## config.mk

```make
export PLATFORM = sky130hd
export DESIGN_NAME = datapath_seq
export DESIGN_NICKNAME = d
export VERILOG_FILES = /design/src/rtl/datapath_seq.sv
export SDC_FILE = /design/constraint.sdc
export NUM_CORES = 1
export LEC_CHECK = 0
export ABC_AREA = 0
export BUFFER_PORTS_ARGS = -buffer_cell sky130_fd_sc_hd__buf_2
export CAP_MARGIN = 20
export CORE_MARGIN = 10
export CORE_UTILIZATION = 40
export CTS_BUF_LIST = sky130_fd_sc_hd__clkbuf_2 sky130_fd_sc_hd__clkbuf_4 sky130_fd_sc_hd__clkbuf_8
export CTS_CLUSTER_DIAMETER = 200
export CTS_CLUSTER_SIZE = 14
export DETAILED_ROUTE_END_ITERATION = 16
export PLACE_DENSITY = 0.58
export SYNTH_ARGS = -nofsm -noshare
export SYNTH_HDL_FRONTEND = slang
export SYNTH_SLANG_ARGS = --single-unit
```

## constraint.sdc

```tcl
create_clock -name clk -period 5.3 [get_ports clk]
set_input_delay 0.53 -clock clk [delete_from_list [all_inputs] [get_ports clk]]
set_output_delay 0.53 -clock clk [all_outputs]
set_load 0.03 [all_outputs]
```

## src/rtl/datapath_seq.sv

```systemverilog
// datapath_seq: multi-cycle register-file datapath.
// An accepted operation either runs the ALU path
// (IDLE -> LOADA -> LOADB -> EXEC -> WB) or writes mdata/imm/pc directly
// (IDLE -> WB). Either way it writes back into the register file.
//
// Ports
//   clk, reset_n      rising-edge clock, synchronous active-low reset
//   start             request one operation (sampled in IDLE only)
//   op                00 ADD, 01 CMP (SUB, no writeback), 10 AND, 11 MVN (~B)
//   vsel              writeback source: 00 ALU, 01 mdata, 10 imm, 11 pc
//   rn, rm, rd        A-operand, B-operand and destination register indices
//   shift             B shift: 00 none, 01 LSL1, 10 LSR1, 11 ASR1
//   bsel              1: B = imm, 0: B = shifted R[rm]
//   imm               sign-extended immediate
//   mdata, pc         memory data and program counter (sampled in WB)
//   wr_en/num/data    direct register write, honoured in IDLE without start
//   dbg_num/dbg_data  combinational register read-out
//   c, status_out     ALU result register and {Z,N,V} flags
//   busy, done        non-IDLE indicator, one-cycle completion pulse
module datapath_seq #(
  parameter  int DW   = 16,
  parameter  int NREG = 8,
  parameter  int PCW  = 9,
  localparam int RW   = $clog2(NREG)
) (
  input  logic           clk,
  input  logic           reset_n,
  input  logic           start,
  input  logic [1:0]     op,
  input  logic [1:0]     vsel,
  input  logic [RW-1:0]  rn,
  input  logic [RW-1:0]  rm,
  input  logic [RW-1:0]  rd,
  input  logic [1:0]     shift,
  input  logic           bsel,
  input  logic [DW-1:0]  imm,
  input  logic [DW-1:0]  mdata,
  input  logic [PCW-1:0] pc,
  input  logic           wr_en,
  input  logic [RW-1:0]  wr_num,
  input  logic [DW-1:0]  wr_data,
  input  logic [RW-1:0]  dbg_num,
  output logic [DW-1:0]  dbg_data,
  output logic [DW-1:0]  c,
  output logic [2:0]     status_out,
  output logic           busy,
  output logic           done
);

  typedef enum logic [2:0] {S_IDLE, S_LOADA, S_LOADB, S_EXEC, S_WB} state_e;

  localparam logic [1:0] OP_ADD = 2'b00;
  localparam logic [1:0] OP_CMP = 2'b01;
  localparam logic [1:0] OP_AND = 2'b10;
  localparam logic [1:0] OP_MVN = 2'b11;
  localparam logic [1:0] VS_ALU = 2'b00;
  localparam logic [1:0] VS_MEM = 2'b01;
  localparam logic [1:0] VS_IMM = 2'b10;
  localparam logic [1:0] VS_PC  = 2'b11;

  state_e         state_q, state_d;
  logic [1:0]     op_q, vsel_q, shift_q;
  logic [RW-1:0]  rn_q, rm_q, rd_q;
  logic           bsel_q;
  logic [DW-1:0]  imm_q, a_q, b_q, c_q;
  logic [2:0]     status_q;
  logic           done_q;
  logic [DW-1:0]  regs_q [NREG];

  logic           accept;
  logic           wb_en;
  logic           dir_wr;
  logic [DW-1:0]  b_sh, b_op, sum, diff, res, wb_data;
  logic           ovf;
  logic [2:0]     flags;

  assign accept = (state_q == S_IDLE) && start;
  // CMP through the ALU path only sets flags; other sources still write rd.
  assign wb_en  = (state_q == S_WB) && !(vsel_q == VS_ALU && op_q == OP_CMP);
  assign dir_wr = (state_q == S_IDLE) && !start && wr_en;

  // NOTE: every always_comb output gets a default before any branch, so no
  // path can leave it unassigned and infer a latch.
  always_comb begin
    state_d = state_q;
    unique case (state_q)
      S_IDLE:  if (start) state_d = (vsel == VS_ALU) ? S_LOADA : S_WB;
      S_LOADA: state_d = S_LOADB;
      S_LOADB: state_d = S_EXEC;
      S_EXEC:  state_d = S_WB;
      S_WB:    state_d = S_IDLE;
      default: state_d = S_IDLE;
    endcase
  end

  // Shift and operand selection sit in front of the ALU so B holds raw R[rm].
  always_comb begin
    b_sh = b_q;
    unique case (shift_q)
      2'b00: b_sh = b_q;
      2'b01: b_sh = {b_q[DW-2:0], 1'b0};
      2'b10: b_sh = {1'b0, b_q[DW-1:1]};
      2'b11: b_sh = {b_q[DW-1], b_q[DW-1:1]};
    endcase
  end

  assign b_op = bsel_q ? imm_q : b_sh;
  assign sum  = a_q + b_op;
  assign diff = a_q - b_op;

  always_comb begin
    res = sum;
    ovf = 1'b0;
    unique case (op_q)
      OP_ADD: begin
        res = sum;
        ovf = (a_q[DW-1] == b_op[DW-1]) && (sum[DW-1] != a_q[DW-1]);
      end
      OP_CMP: begin
        res = diff;
        ovf = (a_q[DW-1] != b_op[DW-1]) && (diff[DW-1] != a_q[DW-1]);
      end
      OP_AND: res = a_q & b_op;
      OP_MVN: res = ~b_op;
    endcase
  end

  assign flags = {(res == '0), res[DW-1], ovf};

  always_comb begin
    wb_data = c_q;
    unique case (vsel_q)
      VS_ALU: wb_data = c_q;
      VS_MEM: wb_data = mdata;
      VS_IMM: wb_data = imm_q;
      VS_PC:  wb_data = {{(DW-PCW){1'b0}}, pc};
    endcase
  end

  // NOTE: sequential state is updated only with non-blocking assignments so
  // every register samples its inputs from before the clock edge.
  always_ff @(posedge clk) begin
    if (!reset_n) begin
      state_q  <= S_IDLE;
      done_q   <= 1'b0;
      op_q     <= '0;
      vsel_q   <= '0;
      shift_q  <= '0;
      rn_q     <= '0;
      rm_q     <= '0;
      rd_q     <= '0;
      bsel_q   <= 1'b0;
      imm_q    <= '0;
      a_q      <= '0;
      b_q      <= '0;
      c_q      <= '0;
      status_q <= '0;
      // NOTE: the register file is small and architecturally cleared by
      // reset, so it is built from flops rather than an inferred RAM.
      for (int i = 0; i < NREG; i++) regs_q[i] <= '0;
    end else begin
      state_q <= state_d;
      done_q  <= (state_q == S_WB);
      if (accept) begin
        op_q    <= op;
        vsel_q  <= vsel;
        shift_q <= shift;
        rn_q    <= rn;
        rm_q    <= rm;
        rd_q    <= rd;
        bsel_q  <= bsel;
        imm_q   <= imm;
      end
      if (state_q == S_LOADA) a_q <= regs_q[rn_q];
      if (state_q == S_LOADB) b_q <= regs_q[rm_q];
      if (state_q == S_EXEC) begin
        c_q      <= res;
        status_q <= flags;
      end
      // The two write ports live in different states, never both active.
      if (wb_en)       regs_q[rd_q]   <= wb_data;
      else if (dir_wr) regs_q[wr_num] <= wr_data;
    end
  end

  assign dbg_data   = regs_q[dbg_num];
  assign c          = c_q;
  assign status_out = status_q;
  assign busy       = (state_q != S_IDLE);
  assign done       = done_q;

endmodule

```

==> impl_metrics.toml <==
[final_layout]
multi_input_area_sq_um = 7345
area_growth_pct = 11.20
diodes = 0
instances_no_fill = 1807
drive_gt1_share_pct = 24.84
fillerInstances = 3179
ff_latch_area_sq_um = 5568
layout.nets = 1475
final_area_sq_um = 14910

[floorplanning]
fp.dieH_um = 203.1
initial_core_util_pct = 40.90
die_w_um = 203.1
core-area_sq_um = 32780
dieArea_sq_um = 41250
ios = 120
fp-row-count = 66

[global_routing]
grt_pass1_wl_um = 65490
grt_use_total_pct = 20.75
grt_start_max_net_pins = 51
grt_pass1_vias = 10640
gr-total-overflow = 0
antenna_found_initial = 1

[drt]
drtIter0Drc = 838
drc = 0
routed_via_density = 5.877
postRouteWirelength_um = 44210
firstDrtPassIters = 6
vias = 10620
drtAntennaViolNets = 0
wl_per_cell_um = 24.46

[pwr]
leakage_nw = 5.396
power.density_nw_per_um2 = 261.7
peakVddDrop_mv = 0.1654

[timing]
fin_skew_ns = 0.02981
worst_slew_pin_slew_ns = 1.023
finalWorstSetupSlack_ns = 0.9104
drv_slew = 0
setup_viol = 0
tns_ns = 0
max_freq_mhz = 227.8
maxSlewHeadroom_pct = 29.87
period_share_pct = 82.82
finalHoldViolCount = 0
rsz0062_at_grt = "false"
min_period_ns = 4.390

[synthesis]
synth_edf_count = 128
postSynthAreaPerCell_sq_um = 10.58
async_reset_ff_share_pct = 0
ys_seq_elements = 214
synth_nets = 1387
ys_warn_count = 0
synthCells = 1267
synth_cell_types = 70
synth_area_sq_um = 13410
synth_flop_cell = "edfxtp_1"
ys_seq_area_share_pct = 41.50

[worst_hold_path]
hp-class = "in2reg"
min_from = "rd[0]"

[critical_path]
cp_cell_sequence = "buf_4 -> mux2_2 -> nand2_1 -> a21oi_1 -> a21oi_1 -> inv_1 -> ha_1 -> inv_1 -> a221oi_1 -> a31oi_1 -> a2111oi_4 -> o311ai_1 -> or4_1 -> nor4_2 -> nand4_1 -> o21ai_1"
path_delay_family = "compound AO/OA/AOI/OAI gates"
critical-path-slowest-cell = "dfxtp_1"
critPathArrivalTime_ns = 4.88
critPathMaxStageDelay_ns = 0.57
critical_path.max_fanout = 10
start_kind = "flip-flop"
critical_path_class = "reg2reg"
r2r_start = "shift_q[0]"
critPathCaptureType = "flip-flop"
path_buf_inv = 3
worstPathRequired_ns = 5.79
crit_start = "shift_q[0]"

[clock_network]
cts-htree-levels = 1
clock-sinks = 214
cts_resized = 0
insertion_delay_ns = 0.55
post-cts-setup-buffers = 0
hold_buffers = 0
worst_setup_hold_path_clk_slew_ns = 0.10
clock_tree.root_cell = "clkbuf_8"
cts_buffers = 19
cts_tree = "yes"
clock_path_buffers = 3

[placement]
place_area_sq_um = 14560
gp_congestion = 0.9654
dpl_worst_slack_ns = 0.9323
port_buffers = 119
dp_hpwl_um = 31750
dp.cells = 1776

[flow_run]
maxCapViolations = 0

[status]
status = "finished, final reports clean"
==> state kept, by name, summed over array words and instances, names as in the netlist, 3 cells and up <==
register	flops
status_out	3
rn_q	3
c	15
rd_q	3
a_q	16
b_q	16
rm_q	3
regs_q	128
imm_q	16
state_q	3
==> synthesized netlist by cell type, drive strengths merged (5+ instances only) <==
library cell	count	share of area (%)
nor2	209	5.9
nand2	135	3.8
edfxtp	128	29
mux4	105	18
dfxtp	86	13
a21oi	77	2.9
clkbuf	76	2.1
mux2i	70	5.2
a211oi	48	2.7
o21ai	43	1.6
ha	35	3.3
inv	33	0.92
mux2	25	2.1
buf	21	0.69
nor3	17	0.63
nor2b	12	0.56
o211ai	11	0.62
nand2b	8	0.37
xnor2	8	0.52
nand3	7	0.26
nor4	7	0.37
a31oi	6	0.28
and2	6	0.28
and3	6	0.28
a21o	5	0.28
nand4	5	0.23
nor3b	5	0.28
o21a	5	0.28
o31ai	5	0.28
==> routing by layer <==
layer / part of all wire [%] / global-route usage, %
met4: 2.7 / 6.315
met5: 0.029 / 0
met2: 49 / 35.48
met1: 42 / 26.14
met3: 7.1 / 3.757
==> cell families (layout without fill, tap and decap cells) <==
family	Yosys count	in the layout	synth area share [%]
DFF	214	214	41.50
buffers and inverters	132	230	3.798
adders and majority gates	37	37	3.564
and+or+nand+nor	437	437	14.03
muxes	200	200	24.99
AOI/OAI and AO/OA	237	237	11.46
xor gates and xnor gates	10	10	0.6532
==> cell usage in the layout (no fill, tap or decap), types with 6 or more instances in the layout <==
| cell | instances |
|---|---|
| a21oi_1 | 77 |
| nor4_1 | 6 |
| a31oi_1 | 6 |
| o21ai_1 | 8 |
| dfxtp_1 | 84 |
| nand2b_1 | 8 |
| nand2_1 | 135 |
| nor2_1 | 209 |
| mux2_2 | 24 |
| a211oi_1 | 48 |
| clkbuf_8 | 19 |
| inv_1 | 33 |
| buf_2 | 119 |
| xnor2_1 | 8 |
| nor2b_1 | 12 |
| ha_1 | 35 |
| buf_4 | 43 |
| mux4_2 | 105 |
| edfxtp_1 | 128 |
| nor3_1 | 17 |
| o211ai_1 | 11 |
| and3_1 | 6 |
| o21ai_0 | 35 |
| clkbuf_4 | 10 |
| nand3_1 | 7 |
| and2_1 | 6 |
| mux2i_1 | 70 |
==> worst register-to-register path: stages (launching register included) <==
cell and delay [ns]:
dfxtp_1 0.57, buf_4 0.28, mux2_2 0.35, nand2_1 0.06, a21oi_1 0.07, a21oi_1 0.25, inv_1 0.08, ha_1 0.42
inv_1 0.14, a221oi_1 0.43, a31oi_1 0.22, a2111oi_4 0.29, o311ai_1 0.16, or4_1 0.55, nor4_2 0.20, nand4_1 0.13
o21ai_1 0.14
==> report_power, final <==
group,switching [W],internal (W),leakage [nW],total (W)
logic,0.000588,0.000400,3.18,0.000987
registers,0.0000774,0.00184,2.03,0.00191
clock network,0.000591,0.000410,0.189,0.00100
total,0.00126,0.00265,5.40,0.00390
==> path summary, 6_finish.rpt <==
kind	end	slack, ns	cells after the start
worst min register to register	rd_q[0]	0.46	2
worst max-delay path	status_out[2]	0.91	16
worst min-delay path	rd_q[0]	0.21	3
worst max register to register	status_out[2]	0.91	16
==> layout make-up <==
type / count / share of cell area [%]
Clock buffer: 29 / 2.257
Clock inverter: 2 / 0.1259
Inverter: 35 / 0.8811
Multi-Input combinational cell: 921 / 49.26
Sequential cell: 214 / 37.34
Tap cell: 442 / 3.709
Timing Repair Buffer: 164 / 6.428
==> through the flow <==
stage	utilization, %	hold WS, ns	total power, W
after floorplan	-	0.4360	0.002601
after global placement	44.40	0.4433	0.002923
after detailed placement	44.40	0.4486	0.002934
after CTS	45.48	0.1819	0.003921
after global routing	45.48	0.1810	0.004070
final	45.48	0.2050	0.003902
No activity file was read; power rests on OpenSTA's default activity.
